### src/rtl/global_stall_ctrl_pkg.sv
// -----------------------------------------------------------------------------
// global_stall_ctrl_pkg
// Shared definitions for the global-stall pipeline. The buffer slots, the stall
// manager and any stall monitors all decode state_o with this one enum, so the
// encodings here are part of the debug contract and must not be reordered.
//   stall_state_e : FSM state encoding (RUN=0, STALL=1, HOLD=2, FLUSH=3)
//   STALL_CNT_W   : width of the stalled-cycle statistics counter
//   cnt_w()       : register width needed to hold 0..max_val (never below 1)
// -----------------------------------------------------------------------------
package global_stall_ctrl_pkg;

  localparam int STALL_CNT_W = 16;

  typedef enum logic [1:0] {
    ST_RUN   = 2'd0,
    ST_STALL = 2'd1,
    ST_HOLD  = 2'd2,
    ST_FLUSH = 2'd3
  } stall_state_e;

  // Width of a counter that must reach max_val. A degenerate range (for example
  // RELEASE_DELAY=0) still gets a one-bit register so no vector collapses to
  // zero width.
  function automatic int cnt_w(input int max_val);
    return (max_val < 2) ? 1 : $clog2(max_val + 1);
  endfunction

endpackage

### src/rtl/global_stall_ctrl_if.sv
// -----------------------------------------------------------------------------
// global_stall_ctrl_if
// Stall/flush bundle between the buffer side of the pipeline (master) and the
// central stall manager (slave).
//   buf_full      master->slave  NUM_BUF  per-buffer "full" flag, bit i = buffer i
//   ext_stall_req master->slave  1        downstream not ready
//   flush_req     master->slave  1        pipeline flush request (pulse or level)
//   stall         slave->master  1        broadcast stall
//   flush         slave->master  1        broadcast flush
//   state_o       slave->master  2        manager FSM state (debug)
//   stall_count   slave->master  16       saturating count of stalled cycles
//   timeout_err   slave->master  1        sticky watchdog-fired flag
// -----------------------------------------------------------------------------
interface global_stall_ctrl_if #(
  parameter int NUM_BUF = 4
);
  import global_stall_ctrl_pkg::*;

  logic [NUM_BUF-1:0]     buf_full;
  logic                   ext_stall_req;
  logic                   flush_req;
  logic                   stall;
  logic                   flush;
  stall_state_e           state_o;
  logic [STALL_CNT_W-1:0] stall_count;
  logic                   timeout_err;

  modport master (
    output buf_full, ext_stall_req, flush_req,
    input  stall, flush, state_o, stall_count, timeout_err
  );

  modport slave (
    input  buf_full, ext_stall_req, flush_req,
    output stall, flush, state_o, stall_count, timeout_err
  );

endinterface

### src/rtl/global_stall_ctrl_sat_counter.sv
// -----------------------------------------------------------------------------
// sat_counter
// Up-counter that stops at a runtime ceiling instead of wrapping. Used for the
// stall watchdog, the flush-length counter and the stall statistics.
//   clk     in   1  rising-edge clock
//   reset   in   1  asynchronous, active-low
//   inc     in   1  count up by one (ignored once q == max)
//   clr     in   1  synchronous clear, wins over inc
//   max     in   W  saturation value
//   q       out  W  current count
//   at_max  out  1  q has reached max
// -----------------------------------------------------------------------------
module sat_counter #(
  parameter int W = 8
) (
  input  logic         clk,
  input  logic         reset,
  input  logic         inc,
  input  logic         clr,
  input  logic [W-1:0] max,
  output logic [W-1:0] q,
  output logic         at_max
);

  logic [W-1:0] r_q;

  // NOTE: sequential state uses non-blocking (<=) so every flop samples the
  // pre-edge value of its inputs regardless of block evaluation order.
  always_ff @(posedge clk or negedge reset) begin
    if (!reset) begin
      r_q <= '0;
    end else if (clr) begin
      r_q <= '0;
    end else if (inc && !at_max) begin
      r_q <= r_q + W'(1);
    end
  end

  assign q      = r_q;
  assign at_max = (r_q == max);

endmodule

### src/rtl/global_stall_ctrl.sv
// -----------------------------------------------------------------------------
// global_stall_ctrl
// Central stall manager. Merges the buffer-full flags and the downstream stall
// request into one broadcast stall, holds stall for RELEASE_DELAY cycles after
// every cause has gone (hysteresis), and runs a watchdog that forces a recovery
// flush if the pipeline stays stalled for STALL_TIMEOUT consecutive cycles.
//   clk    in     1  rising-edge clock
//   reset  in     1  asynchronous, active-low; outputs are valid while held
//   bus    slave     stall/flush bundle (see global_stall_ctrl_if)
// All outputs come straight from flops; a cause sampled at edge N shows as
// stall=1 right after edge N.
// Parameters:
//   NUM_BUF        buffers reporting full
//   RELEASE_DELAY  extra stalled cycles after the causes clear (0 = none)
//   STALL_TIMEOUT  consecutive STALL/HOLD cycles before the watchdog flush (>=2)
//   FLUSH_CYCLES   length of one flush event in cycles (>=1)
// -----------------------------------------------------------------------------
module global_stall_ctrl
  import global_stall_ctrl_pkg::*;
#(
  parameter int NUM_BUF       = 4,
  parameter int RELEASE_DELAY = 2,
  parameter int STALL_TIMEOUT = 64,
  parameter int FLUSH_CYCLES  = 2
) (
  input logic                clk,
  input logic                reset,
  global_stall_ctrl_if.slave bus
);

  localparam int WD_W  = cnt_w(STALL_TIMEOUT - 1);
  localparam int REL_W = cnt_w(RELEASE_DELAY);
  localparam int FC_W  = cnt_w(FLUSH_CYCLES);

  localparam logic [WD_W-1:0]        WD_MAX   = WD_W'(STALL_TIMEOUT - 1);
  localparam logic [FC_W-1:0]        FC_LAST  = FC_W'(FLUSH_CYCLES - 1);
  localparam logic [REL_W-1:0]       REL_LOAD = (RELEASE_DELAY > 0) ? REL_W'(RELEASE_DELAY - 1) : '0;
  localparam logic [STALL_CNT_W-1:0] CNT_MAX  = '1;

  if (STALL_TIMEOUT < 2) begin : g_bad_timeout
    $error("global_stall_ctrl: STALL_TIMEOUT must be at least 2");
  end
  if (FLUSH_CYCLES < 1) begin : g_bad_flush
    $error("global_stall_ctrl: FLUSH_CYCLES must be at least 1");
  end

  // ---------------------------------------------------------------------------
  // Registered state and outputs
  // ---------------------------------------------------------------------------
  stall_state_e     r_state;
  logic             r_stall;
  logic             r_flush;
  logic             r_timeout_err;
  logic [REL_W-1:0] r_rel;

  // ---------------------------------------------------------------------------
  // Decision logic
  // ---------------------------------------------------------------------------
  logic [NUM_BUF-1:0]     w_buf_full;
  logic                   w_cause;
  stall_state_e           w_next;
  logic                   w_wd_fire;
  logic                   w_wd_inc;
  logic                   w_wd_clr;
  logic                   w_fc_inc;
  logic                   w_fc_clr;
  logic [WD_W-1:0]        w_wd_q;
  logic                   w_wd_at_max;
  logic [FC_W-1:0]        w_fc_q;
  logic                   w_fc_at_max;
  logic [STALL_CNT_W-1:0] w_stall_count;
  logic                   w_cnt_at_max;
  logic                   w_unused;

  assign w_buf_full = bus.buf_full;
  assign w_cause    = (|w_buf_full) | bus.ext_stall_req;

  // Priority in every state: flush_req > watchdog > cause > release.
  // NOTE: every always_comb output is given a default before the case so no
  // path can leave it unassigned and infer a latch.
  always_comb begin
    w_next    = r_state;
    w_wd_fire = 1'b0;
    unique case (r_state)
      ST_RUN: begin
        if (bus.flush_req) begin
          w_next = ST_FLUSH;
        end else if (w_cause) begin
          w_next = ST_STALL;
        end
      end
      ST_STALL, ST_HOLD: begin
        if (bus.flush_req) begin
          w_next = ST_FLUSH;
        end else if (w_wd_at_max) begin
          w_next    = ST_FLUSH;
          w_wd_fire = 1'b1;
        end else if (w_cause) begin
          // Re-stall from HOLD keeps the watchdog running: a flapping cause
          // must not be able to hide a pipeline that never really drains.
          w_next = ST_STALL;
        end else if (r_state == ST_STALL) begin
          w_next = (RELEASE_DELAY == 0) ? ST_RUN : ST_HOLD;
        end else if (r_rel == '0) begin
          w_next = ST_RUN;
        end
      end
      ST_FLUSH: begin
        // A new flush_req restarts the flush length; otherwise leave after the
        // last flush cycle, straight back into STALL if a cause is pending.
        if (!bus.flush_req && w_fc_at_max) begin
          w_next = w_cause ? ST_STALL : ST_RUN;
        end
      end
    endcase
  end

  // Watchdog runs while stalled and restarts whenever the pipeline either runs
  // again or is being flushed.
  assign w_wd_inc = (r_state == ST_STALL) || (r_state == ST_HOLD);
  assign w_wd_clr = (w_next == ST_RUN) || (w_next == ST_FLUSH);

  // Flush length restarts on entry and on every flush_req seen while flushing.
  assign w_fc_inc = (r_state == ST_FLUSH);
  assign w_fc_clr = (w_next == ST_FLUSH) && ((r_state != ST_FLUSH) || bus.flush_req);

  // ---------------------------------------------------------------------------
  // FSM with registered outputs: stall/flush are decoded from the next state so
  // they line up with state_o on the same cycle.
  // ---------------------------------------------------------------------------
  always_ff @(posedge clk or negedge reset) begin
    if (!reset) begin
      r_state       <= ST_RUN;
      r_stall       <= 1'b0;
      r_flush       <= 1'b0;
      r_timeout_err <= 1'b0;
      r_rel         <= '0;
    end else begin
      r_state <= w_next;
      r_stall <= (w_next != ST_RUN);
      r_flush <= (w_next == ST_FLUSH);
      if (w_wd_fire) begin
        r_timeout_err <= 1'b1;
      end
      if ((r_state == ST_STALL) && (w_next == ST_HOLD)) begin
        r_rel <= REL_LOAD;
      end else if ((r_state == ST_HOLD) && (w_next == ST_HOLD)) begin
        r_rel <= r_rel - REL_W'(1);
      end
    end
  end

  // ---------------------------------------------------------------------------
  // Counters
  // ---------------------------------------------------------------------------
  sat_counter #(.W(WD_W)) u_wd_cnt (
    .clk    (clk),
    .reset  (reset),
    .inc    (w_wd_inc),
    .clr    (w_wd_clr),
    .max    (WD_MAX),
    .q      (w_wd_q),
    .at_max (w_wd_at_max)
  );

  sat_counter #(.W(FC_W)) u_flush_cnt (
    .clk    (clk),
    .reset  (reset),
    .inc    (w_fc_inc),
    .clr    (w_fc_clr),
    .max    (FC_LAST),
    .q      (w_fc_q),
    .at_max (w_fc_at_max)
  );

  // Statistics count every cycle the broadcast stall is high, flush included.
  sat_counter #(.W(STALL_CNT_W)) u_stall_cnt (
    .clk    (clk),
    .reset  (reset),
    .inc    (r_stall),
    .clr    (1'b0),
    .max    (CNT_MAX),
    .q      (w_stall_count),
    .at_max (w_cnt_at_max)
  );

  // The FSM only needs the ceiling flags of the watchdog and flush counters and
  // the value of the statistics counter; the remaining outputs are tied off.
  assign w_unused = ^{w_wd_q, w_fc_q, w_cnt_at_max};

  // ---------------------------------------------------------------------------
  // Outputs
  // ---------------------------------------------------------------------------
  assign bus.stall       = r_stall;
  assign bus.flush       = r_flush;
  assign bus.state_o     = r_state;
  assign bus.stall_count = w_stall_count;
  assign bus.timeout_err = r_timeout_err;

endmodule
### src/flat_wrapper.sv
// flat-port wrapper written by rule: the top's interface ports become plain ports
module global_stall_ctrl_flat import global_stall_ctrl_pkg::*;
#(
  parameter int NUM_BUF       = 4,
  parameter int RELEASE_DELAY = 2,
  parameter int STALL_TIMEOUT = 64,
  parameter int FLUSH_CYCLES  = 2
)
  (clk, reset, bus_buf_full, bus_ext_stall_req, bus_flush_req, bus_stall, bus_flush, bus_state_o, bus_stall_count, bus_timeout_err);
  global_stall_ctrl_if #(.NUM_BUF(NUM_BUF)) bus_i ();
  input logic clk;
  input logic reset;
  input wire logic [$bits(bus_i.buf_full)-1:0] bus_buf_full;
  input wire logic [$bits(bus_i.ext_stall_req)-1:0] bus_ext_stall_req;
  input wire logic [$bits(bus_i.flush_req)-1:0] bus_flush_req;
  output wire logic [$bits(bus_i.stall)-1:0] bus_stall;
  output wire logic [$bits(bus_i.flush)-1:0] bus_flush;
  output wire logic [$bits(bus_i.state_o)-1:0] bus_state_o;
  output wire logic [$bits(bus_i.stall_count)-1:0] bus_stall_count;
  output wire logic [$bits(bus_i.timeout_err)-1:0] bus_timeout_err;
  assign bus_i.buf_full = bus_buf_full;
  assign bus_i.ext_stall_req = bus_ext_stall_req;
  assign bus_i.flush_req = bus_flush_req;
  assign bus_stall = bus_i.stall;
  assign bus_flush = bus_i.flush;
  assign bus_state_o = bus_i.state_o;
  assign bus_stall_count = bus_i.stall_count;
  assign bus_timeout_err = bus_i.timeout_err;
  global_stall_ctrl #(.NUM_BUF(NUM_BUF), .RELEASE_DELAY(RELEASE_DELAY), .STALL_TIMEOUT(STALL_TIMEOUT), .FLUSH_CYCLES(FLUSH_CYCLES)) u_core (.clk(clk), .reset(reset), .bus(bus_i));
endmodule
### config.mk
export PLATFORM = sky130hd
export DESIGN_NAME = global_stall_ctrl_flat
export DESIGN_NICKNAME = d
export VERILOG_FILES = /design/src/rtl/global_stall_ctrl_pkg.sv /design/src/rtl/global_stall_ctrl_if.sv /design/src/rtl/global_stall_ctrl_sat_counter.sv /design/src/rtl/global_stall_ctrl.sv /design/src/flat_wrapper.sv
export SDC_FILE = /design/constraint.sdc
export NUM_CORES = 1
export LEC_CHECK = 0
export BUFFER_PORTS_ARGS = -buffer_cell sky130_fd_sc_hd__buf_2
export CAP_MARGIN = 20
export CELL_PAD_IN_SITES_DETAIL_PLACEMENT = 1
export CELL_PAD_IN_SITES_GLOBAL_PLACEMENT = 2
export CORE_MARGIN = 1
export CORE_UTILIZATION = 32
export CTS_BUF_LIST = sky130_fd_sc_hd__clkbuf_4 sky130_fd_sc_hd__clkbuf_8 sky130_fd_sc_hd__clkbuf_16
export DETAILED_ROUTE_END_ITERATION = 8
export GPL_TIMING_DRIVEN = 0
export PLACE_DENSITY_LB_ADDON = 0.15
export SLEW_MARGIN = 0
export SYNTH_ARGS = -nofsm -noshare
export SYNTH_HDL_FRONTEND = slang
export SYNTH_SLANG_ARGS = --single-unit
export TNS_END_PERCENT = 30
### constraint.sdc
create_clock -name clk -period 3.1 [get_ports clk]
set_input_delay 0.62 -clock clk [delete_from_list [all_inputs] [get_ports clk]]
set_output_delay 0.62 -clock clk [all_outputs]
set_load 0.02 [all_outputs]
Word level (Yosys, flattened, before mapping)
Cells that the tools add are included.

Bits in registers: 31. Input bits: 8. Word-level logic and storage cells: 64.

Add/subtract/negate cells: 4. Equality and inequality tests: 9. Mux-type cells: 19. Bitwise logic cells: 1. Reductions and logical operators: 23.

Operators with widths (number): 2-bit two-way mux (12); 16-bit by 1-bit adder with 16-bit output, second input constant (1); 16-bit == test, second input constant (1); 6-bit two-way mux (2); 2-bit == test, second input constant (4); 2-bit nonzero test (4); 1-bit logical AND (7); 6-bit by 1-bit adder with 6-bit output, second input constant (1); 6-bit == test, second input constant (1); 2-bit zero test (3); 2-bit case mux with 3 select lines (1); 2-bit by 1-bit == test with 1-bit output, second input constant (2); 1-bit zero test (4); 1-bit two-way mux (4); 4-bit OR reduction (1); 1-bit logical OR (3); 2-bit by 1-bit adder with 2-bit output, second input constant (1); 2-bit != test, second input constant (1); 2-bit OR reduction (1); 2-bit by 1-bit subtractor with 2-bit output, second input constant (1); 1-bit OR (1).

Longest topological paths before layout
Gate-level depths: netlist of the first run.

Depth after elaboration: 11. Gate-level depth with buffers: 10.

Cells and area by module
From an unflattened synthesis of the first run, not the netlist that was laid out.

Cell total of the unflattened synthesis: 228. Area total of the unflattened synthesis: 2182.1 µm².

Modules (own cells, without submodules): sat_counter at u_core.u_stall_cnt (times used 1, cells each 117, area an instance 1086.0 µm², seq. area each 400.4 µm²); global_stall_ctrl (times used 1, cells each 55, area an instance 553.0 µm², seq. area each 175.2 µm²); sat_counter at u_core.u_wd_cnt (times used 1, cells each 41, area an instance 396.6 µm², seq. area each 150.1 µm²); sat_counter at u_core.u_flush_cnt (times used 1, cells each 15, area an instance 146.4 µm², seq. area each 50.0 µm²).

Worst setup path before layout of the first run
Ideal clock, no wire load.

Path type: input port to flip-flop. From: in bus_buf_full[1]. To: reg u_core.u_wd_cnt.r_q[2] (netlist: u_core.u_wd_cnt.q[2]). Setup time: 0.099 ns. Arrival: 2.319 ns. Path slack: 0.682 ns. Stages: 6. Buffers on the path: 0. Cell sequence: or4_4 > a2111oi_4 > o31ai_2 > a32oi_1 > ha_1 > a311oi_1.

Word-level cells in the longest chain between the ends: 9.

RTL lines: from (decl) (line flat_wrapper.sv:13) `input wire logic [$bits(bus_i.buf_full)-1:0] bus_buf_full;`; 4-bit OR reduction (*) (line global_stall_ctrl.sv:76) `assign w_cause = (|w_buf_full) | bus.ext_stall_req;`; 1-bit OR (*) (line global_stall_ctrl.sv:76); 2-bit two-way mux (line global_stall_ctrl.sv:98) `end else if (w_cause) begin`; 2-bit two-way mux (line global_stall_ctrl.sv:95) `end else if (w_wd_at_max) begin`; 2-bit two-way mux (line global_stall_ctrl.sv:93) `if (bus.flush_req) begin`; 2-bit case mux with 3 select lines (*) (line global_stall_ctrl.sv:84) `unique case (r_state)`; named net u_core.w_next[1] (line global_stall_ctrl.sv:61) `stall_state_e w_next;`; 2-bit == test / 2-bit zero test (equally long branches) (line global_stall_ctrl.sv:121) `assign w_wd_clr = (w_next == ST_RUN) || (w_next == ST_FLUSH);`; 1-bit logical OR (*) (line global_stall_ctrl.sv:121); 6-bit two-way mux / 2-bit nonzero test (equally long branches); to (signal assigned) (line global_stall_ctrl_sat_counter.sv:35) `r_q <= r_q + W'(1);`; to (decl) (line global_stall_ctrl_sat_counter.sv:25) `logic [W-1:0] r_q;`.

Mark *: on every way through the listed nets, which the timed path passes. The rest lies on a longest branch. A chain may end at the register's enable or synchronous reset.

Worst setup path in the final report of the first run
From: reg u_core.r_state[1] (netlist: u_core.bus.state_o[1]). To: reg u_core.u_flush_cnt.r_q[1] (netlist: u_core.u_flush_cnt.q[1]).

Word-level cells in the longest chain between the ends: 9.

RTL lines: from (decl) (line global_stall_ctrl.sv:50) `stall_state_e r_state;`; from (signal assigned) (line global_stall_ctrl.sv:139) `r_state <= w_next;`; 2-bit by 1-bit == test with 1-bit output (line global_stall_ctrl.sv:84, global_stall_ctrl.sv:102); 2-bit two-way mux (line global_stall_ctrl.sv:102) `end else if (r_state == ST_STALL) begin`; 2-bit two-way mux (line global_stall_ctrl.sv:98); 2-bit two-way mux (line global_stall_ctrl.sv:95); 2-bit two-way mux (line global_stall_ctrl.sv:93); 2-bit case mux with 3 select lines (*) (line global_stall_ctrl.sv:84); named net u_core.w_next[0] (line global_stall_ctrl.sv:61); 2-bit == test (*) (line global_stall_ctrl.sv:125) `assign w_fc_clr = (w_next == ST_FLUSH) && ((r_state != ST_FLUSH) || bus.flush_req);`; 1-bit logical AND (*) (line global_stall_ctrl.sv:125); 2-bit two-way mux / 2-bit nonzero test (equally long branches); to (signal assigned) (line global_stall_ctrl_sat_counter.sv:35); to (decl) (line global_stall_ctrl_sat_counter.sv:25).

Marked as above.

==> results of run 1 <==
## cell usage in the layout (no fill, tap or decap), types with 5 or more instances in the layout
master | Yosys | layout
a21oi_1 | 6 | 6
buf_2 | 0 | 28
clkbuf_8 | 0 | 7
dfrtp_1 | 31 | 31
ha_1 | 11 | 11
inv_1 | 10 | 10
nand2_1 | 11 | 11
nand3_1 | 5 | 5
nand4_1 | 8 | 8
nor2_1 | 14 | 14
o21ai_0 | 7 | 7
xnor2_1 | 11 | 11
xor2_1 | 7 | 7
## per-layer routing
layer | routed length [um] | vias to the layer above
met5 | 0 | -
met4 | 47 | 0
met3 | 148 | 5
met2 | 2070 | 30
met1 | 1730 | 693
li1 | - | 664
## final cells by class
cell class | count | area (um2)
fill | 611 | 3100
multi-input combinational | 122 | 877
sequential | 31 | 776
timing repair buffer | 28 | 140
clock buffer | 8 | 104
tap | 70 | 87.6
inverter | 10 | 37.5
buffer | 3 | 18.8
## cells in the mapped netlist (all sizes together)
cell	number	area [um2]
mux2	1	11.3
a21oi	6	30.0
or3	1	6.26
o221a	1	11.3
or4	1	11.3
nor3	3	15.0
nor2	14	52.6
buf	1	11.3
nand2	11	41.3
o21ai	7	35.0
nand2b	3	18.8
nor2b	2	12.5
ha	11	138
or2	1	6.26
inv	10	37.5
xor2	7	61.3
and4	4	35.0
o2111ai	1	8.76
a211oi	2	15.0
o221ai	2	17.5
dfrtp	31	776
nand3	5	25.0
a32o	1	10.0
o31ai	1	12.5
a2111oi	1	27.5
and2	3	18.8
a311oi	1	8.76
a32oi	1	8.76
and3	4	25.0
mux2i	1	10.0
a31o	1	8.76
clkbuf	2	7.51
xnor2	11	96.3
nor3b	1	7.51
o211ai	2	15.0
nand3b	1	7.51
nand4	9	62.6
nor4	1	6.26
## final timing paths
kind / cells after the start / end / slack [ps] / start
worst max-delay path: 10 / u_core.u_flush_cnt.q[1] / 540 / u_core.bus.state_o[1]
worst min-delay path: 1 / u_core.u_stall_cnt.q[0] / 400 / reset
worst max register to register: 10 / u_core.u_flush_cnt.q[1] / 540 / u_core.bus.state_o[1]
worst min register to register: 1 / u_core.bus.timeout_err / 480 / u_core.bus.timeout_err
max in group asynchronous: 1 / u_core.u_wd_cnt.q[2] / 2250 / reset
min in group clk: 1 / u_core.bus.timeout_err / 480 / u_core.bus.timeout_err
## power by group
part / leakage (nW) / internal [mW] / switching [mW] / total (mW)
Clock: 0.0549 / 0.211 / 0.148 / 0.359
Combinational: 0.497 / 0.355 / 0.535 / 0.891
Sequential: 0.398 / 0.519 / 0.130 / 0.648
## sequential cells by signal (all words and copies together), names as in the netlist
| signal | count |
|---|---|
| u_core.bus.flush | 1 |
| u_core.bus.stall | 1 |
| u_core.bus.state_o | 2 |
| u_core.bus.timeout_err | 1 |
| u_core.r_rel | 2 |
| u_core.u_flush_cnt.q | 2 |
| u_core.u_stall_cnt.q | 16 |
| u_core.u_wd_cnt.q | 6 |
## worst max-delay path: stages, from the launching register on
cell and delay (ps):
dfrtp_1 510, inv_1 120, ha_1 280, or2_2 300, o221ai_1 240, nand2_1 110
o221a_1 300, ha_1 220, nand2_1 90, o21ai_0 80, a211oi_1 220
## per-stage QoR
step           power, mW  cells  worst slack (ps)  hold WS (ps)
2_1_floorplan       1.27    166               682           324
3_3_place_gp        1.52    264               294           453
3_5_place_dp        1.57    264               244           459
4_1_cts             1.94    272               521           421
5_1_grt             2.05    272               366           448
6_report            1.90    272               544           396
## logic make-up after synthesis
| family | after synthesis | share of synthesized area (%) |
|---|---|---|
| compound gates | 27 | 12.2 |
| xor+xnor | 18 | 9.22 |
| fa+ha+maj | 11 | 8.05 |
| buf+inv | 13 | 3.29 |
| flops | 31 | 45.4 |
| mux | 2 | 1.24 |
| simple gates | 64 | 20.6 |
==> key figures, run 1 <==
Route
  – Antenna violation net count after detailed routing: 0
  – 1st-iter DRT viols: 49
  – Wire length per cell: 14.7 um
  – Via density: 5.12
  – DRC Markers: 0
  – First-pass DRT Iterations: 4
  – Via count: 1392
  – Post-Route WL: 4000 um

CTS
  – CTS clk-pin slew, worst paths: 70 ps
  – CTS sink count: 31
  – Post CTS Setup Buffer Count: 0
  – Clk Latency, worst-skew pair: 280 ps
  – Num CTS Buffers: 5
  – Hold buffer count at CTS: 0
  – Post-cts resize count: 0
  – CTS tree: yes
  – CTS H-tree depth: 2
  – CTS Buffer Depth: 2
  – CTS Root Cell: clkbuf_8

Floorplan
  – Core area: 5140 um2
  – Die ar.: 5640 um2
  – Ports: 29
  – Starting density of the core: 33.3%
  – Rows: 26
  – Die span in y: 75.1 um
  – Die X: 75.1 um

Yosys
  – Gate Count Post-Synth: 166
  – Distinct cells, synth: 39
  – Area of the mapped netlist: 1710 um2
  – Number of synthesized register bits: 31
  – Mean Syn Cell Area: 10.3 um2
  – Syn nets: 185
  – Post-synthesis sequential area ratio: 45.4%
  – Ys Warns: 0

Power and ir drop
  – Pwr Density: 930 nW/um2
  – Worst vdd ir: 0.385 mV
  – Leak pwr: 0.951 nW

Global route
  – Most Crowded Layer GR: met2
  – Met1 Use GR: 16.8%
  – Grt total ovfl: 0
  – Total GRT Usage: 15.6%
  – Initial antenna violation count: 0
  – GR Util met3: 4.02%
  – First-pass GRT wire length: 6580 um
  – Number of global-route vias before repair: 1440
  – Largest net degree at the start of global routing: 32
  – Met2 Use GR: 29.5%

STA
  – RSZ-0062 raised after global routing: false
  – Worst Tran Pin Value: 718 ps
  – Relative slew margins: 52.1%
  – Slew Limit Fails: 0
  – Final Cycle Share: 82.5%
  – Fmax: 391 MHz
  – Fin. Hold Viols: 0
  – Final setup violating endpoints: 0
  – Final setup TNS: 0 ps
  – Clk_skew: 4.00 ps
  – Fin crit period: 2560 ps

Worst setup path
  – Setup CP Type: flop to flop
  – Critical Path RT: 3280 ps
  – Arr. time, crit path: 2740 ps
  – Element type at the critical path end: flop
  – Crit-path max FO: 7
  – Crit path launch type: flop

Flow run
  – Max-cap violations: 0

Worst hold path
  – Hold/Removal Path Class: input port to asynchronous set/reset pin

Cells and area
  – Core Util, Final: 39.7%
  – Area grow syn2layout: 19.4%
  – Final #Nets: 220
  – Antenna Cells: 0
  – Final Cell Area: 2040 um2
  – Layout cells sized above 1: 21.8%

Placed design
  – Placer Congestion: 0.774
  – DPL Wire Length: 3020 um
  – PortBufs: 28
  – Placement Cell Area: 1940 um2

Status
  – Status: finished clean
Note: power is estimated with default switching activity, not from simulation.
==> run 2: changes to the inputs <==
==> constraint.sdc (replaced) <==
create_clock -name clk -period 2.3 [get_ports clk]
set_input_delay 0.46 -clock clk [delete_from_list [all_inputs] [get_ports clk]]
set_output_delay 0.46 -clock clk [all_outputs]
set_load 0.02 [all_outputs]
==> run 2 against run 1 <==
Sequential cell count stayed put. First-iteration DRC count shrank 55%. Utilization increased by 2.5 points. Count of clock-buffer cells in the layout is 2 lower. Final cell count up 2.2%. Worst setup slack lost 490 ps. Global-route usage up 0.63 points. Die area is the same. Critical endpoint is now u_core.u_wd_cnt.q[2]. Non-clock buffer count rose by 6. Clock power increased by 56%. Register-to-register slack lost 410 ps. Final area is 6.2% higher.
==> key figures, run 2 (synthesis gave the netlist of run 1 again) <==
Placed design
  – DP Worst Slack: -387 ps
  – DPL Wire Length: 2910 um
  – Placed Cells: 264
  – Placer Congestion: 0.729
  – PortBufs: 28

Worst setup path
  – Critical Path RT: 2490 ps
  – Setup CP Type: input port to flop
  – Reg2Reg Setup Slack: 130 ps
  – Crit path launch type: input port
  – Element type at the critical path end: flop
  – Arr. time, crit path: 2430 ps
  – FF-to-FF Start: u_core.bus.state_o[1]
  – Crit-path max FO: 6
  – CP startpoint: bus_buf_full[1]

CTS
  – CTS tree: yes
  – CTS H-tree depth: 2
  – Hold buffer count at CTS: 0
  – CTS Buffer Depth: 2
  – CTS sink count: 31
  – CTS clk-pin slew, worst paths: 70 ps
  – Num CTS Buffers: 5
  – CTS Root Cell: clkbuf_8
  – Clk Latency, worst-skew pair: 280 ps

Worst hold path
  – Hold/Removal Path Class: input port to asynchronous set/reset pin

STA
  – Fin crit period: 2240 ps
  – Clk_skew: 9.48 ps
  – Worst Tran Pin Value: 711 ps
  – Final setup violating endpoints: 0
  – Final Cycle Share: 97.5%
  – Final worst-path setup slack: 58.3 ps
  – RSZ-0062 raised after global routing: true
  – Fin. Hold Viols: 0
  – Slew Limit Fails: 0
  – Fmax: 446 MHz
  – Relative slew margins: 52.6%
  – Final setup TNS: 0 ps

Route
  – Via count: 1384
  – First-pass DRT Iterations: 4
  – Via density: 4.98
  – 1st-iter DRT viols: 22
  – Wire length per cell: 14.4 um
  – Post-Route WL: 4010 um
  – DRC Markers: 0
  – Antenna violation net count after detailed routing: 0

Cells and area
  – Core Util, Final: 42.2%
  – Finished Layout Cells: 278
  – Leading cell type in the layout, fill and taps excluded: dfrtp_1
  – Layout cells sized above 1: 31.3%
  – Most frequent cells in the layout: 29 x dfrtp_1, 28 x buf_2, 14 x nor2_1
  – Max reg flops: 16
  – Area grow syn2layout: 26.8%
  – Final #Nets: 226
  – Antenna Cells: 0

Global route
  – First-pass GRT wire length: 6720 um
  – Total GRT Usage: 16.3%
  – Number of global-route vias before repair: 1427
  – Largest net degree at the start of global routing: 32
  – Grt total ovfl: 0
  – Initial antenna violation count: 0

Power and ir drop
  – Total Power: 2.87 mW
  – Worst vdd ir: 0.619 mV
  – NetSw: 1.19 mW
  – Share of total power in the clock network: 19.5%
  – Switching share of total power: 41.5%
  – Pwr Density: 1320 nW/um2
  – Leak pwr: 0.983 nW
  – Internal power: 1.68 mW
  – Sequential power share: 30.6%
  – Power share of the combinational group: 49.8%

Floorplan
  – Die ar.: 5640 um2
  – Die X: 75.1 um
  – Ports: 29
  – Core area: 5140 um2
  – Starting density of the core: 33.3%
  – Die span in y: 75.1 um
  – Rows: 26

Flow run
  – Max-cap violations: 0

Status
  – Status: finished clean
==> run 2: repair_timing <==
| action | 4_1_cts | 5_1_grt |
|---|---|---|
| setup endpoints to repair | 10 | 4 |
| resized for setup | 7 | 10 |
| buffers inserted | 3 | 3 |
| pin swaps | 1 | 5 |
==> run 2: critical path, stage by stage <==
cell	delay, ps
buf_2	90
or4_4	550
a2111oi_4	350
o31ai_2	110
a32oi_2	270
ha_2	380
a311oi_1	220
==> run 2: power groups by stage <==
stage          registers, mW  logic (mW)  clock network (mW)
5_1_grt                0.907        1.59               0.603
3_5_place_dp           0.892        1.21                   0
6_report               0.879        1.43               0.561
2_1_floorplan          0.970       0.752                   0
4_1_cts                0.865        1.36               0.580
3_3_place_gp           0.876        1.18                   0
==> run 2: final timing paths <==
check | to | cells after the start
hold / removal | u_core.u_stall_cnt.q[10] | 1
setup reg to reg | u_core.u_flush_cnt.q[1] | 9
min in group clk | u_core.bus.timeout_err | 1
max in group asynchronous | u_core.bus.state_o[1] | 1
setup / recovery | u_core.u_wd_cnt.q[2] | 7
hold reg to reg | u_core.bus.timeout_err | 1
==> run 2: stage by stage <==
step	hold WS, ps	cell area [um2]
4_1_cts	253	2120
6_report	227	2170
2_1_floorplan	164	1710
5_1_grt	278	2170
3_5_place_dp	461	1940
3_3_place_gp	453	1940
==> run 2: metal layers <==
layer	global-route usage [%]	part of all wire (%)
met1	19.9	46
met3	3.61	3.9
met5	0	0
met4	6.92	1.9
met2	27.6	48
==> run 2: layout make-up <==
type,count,area [um2]
fillers,619,2970
multi-input cells,122,940
flip-flops and latches,31,778
repair buffers,34,185
well taps,70,87.6
clock buffers,6,82.6
inverters,10,40.0
clock inverters,2,35.0
plain buffers,3,18.8
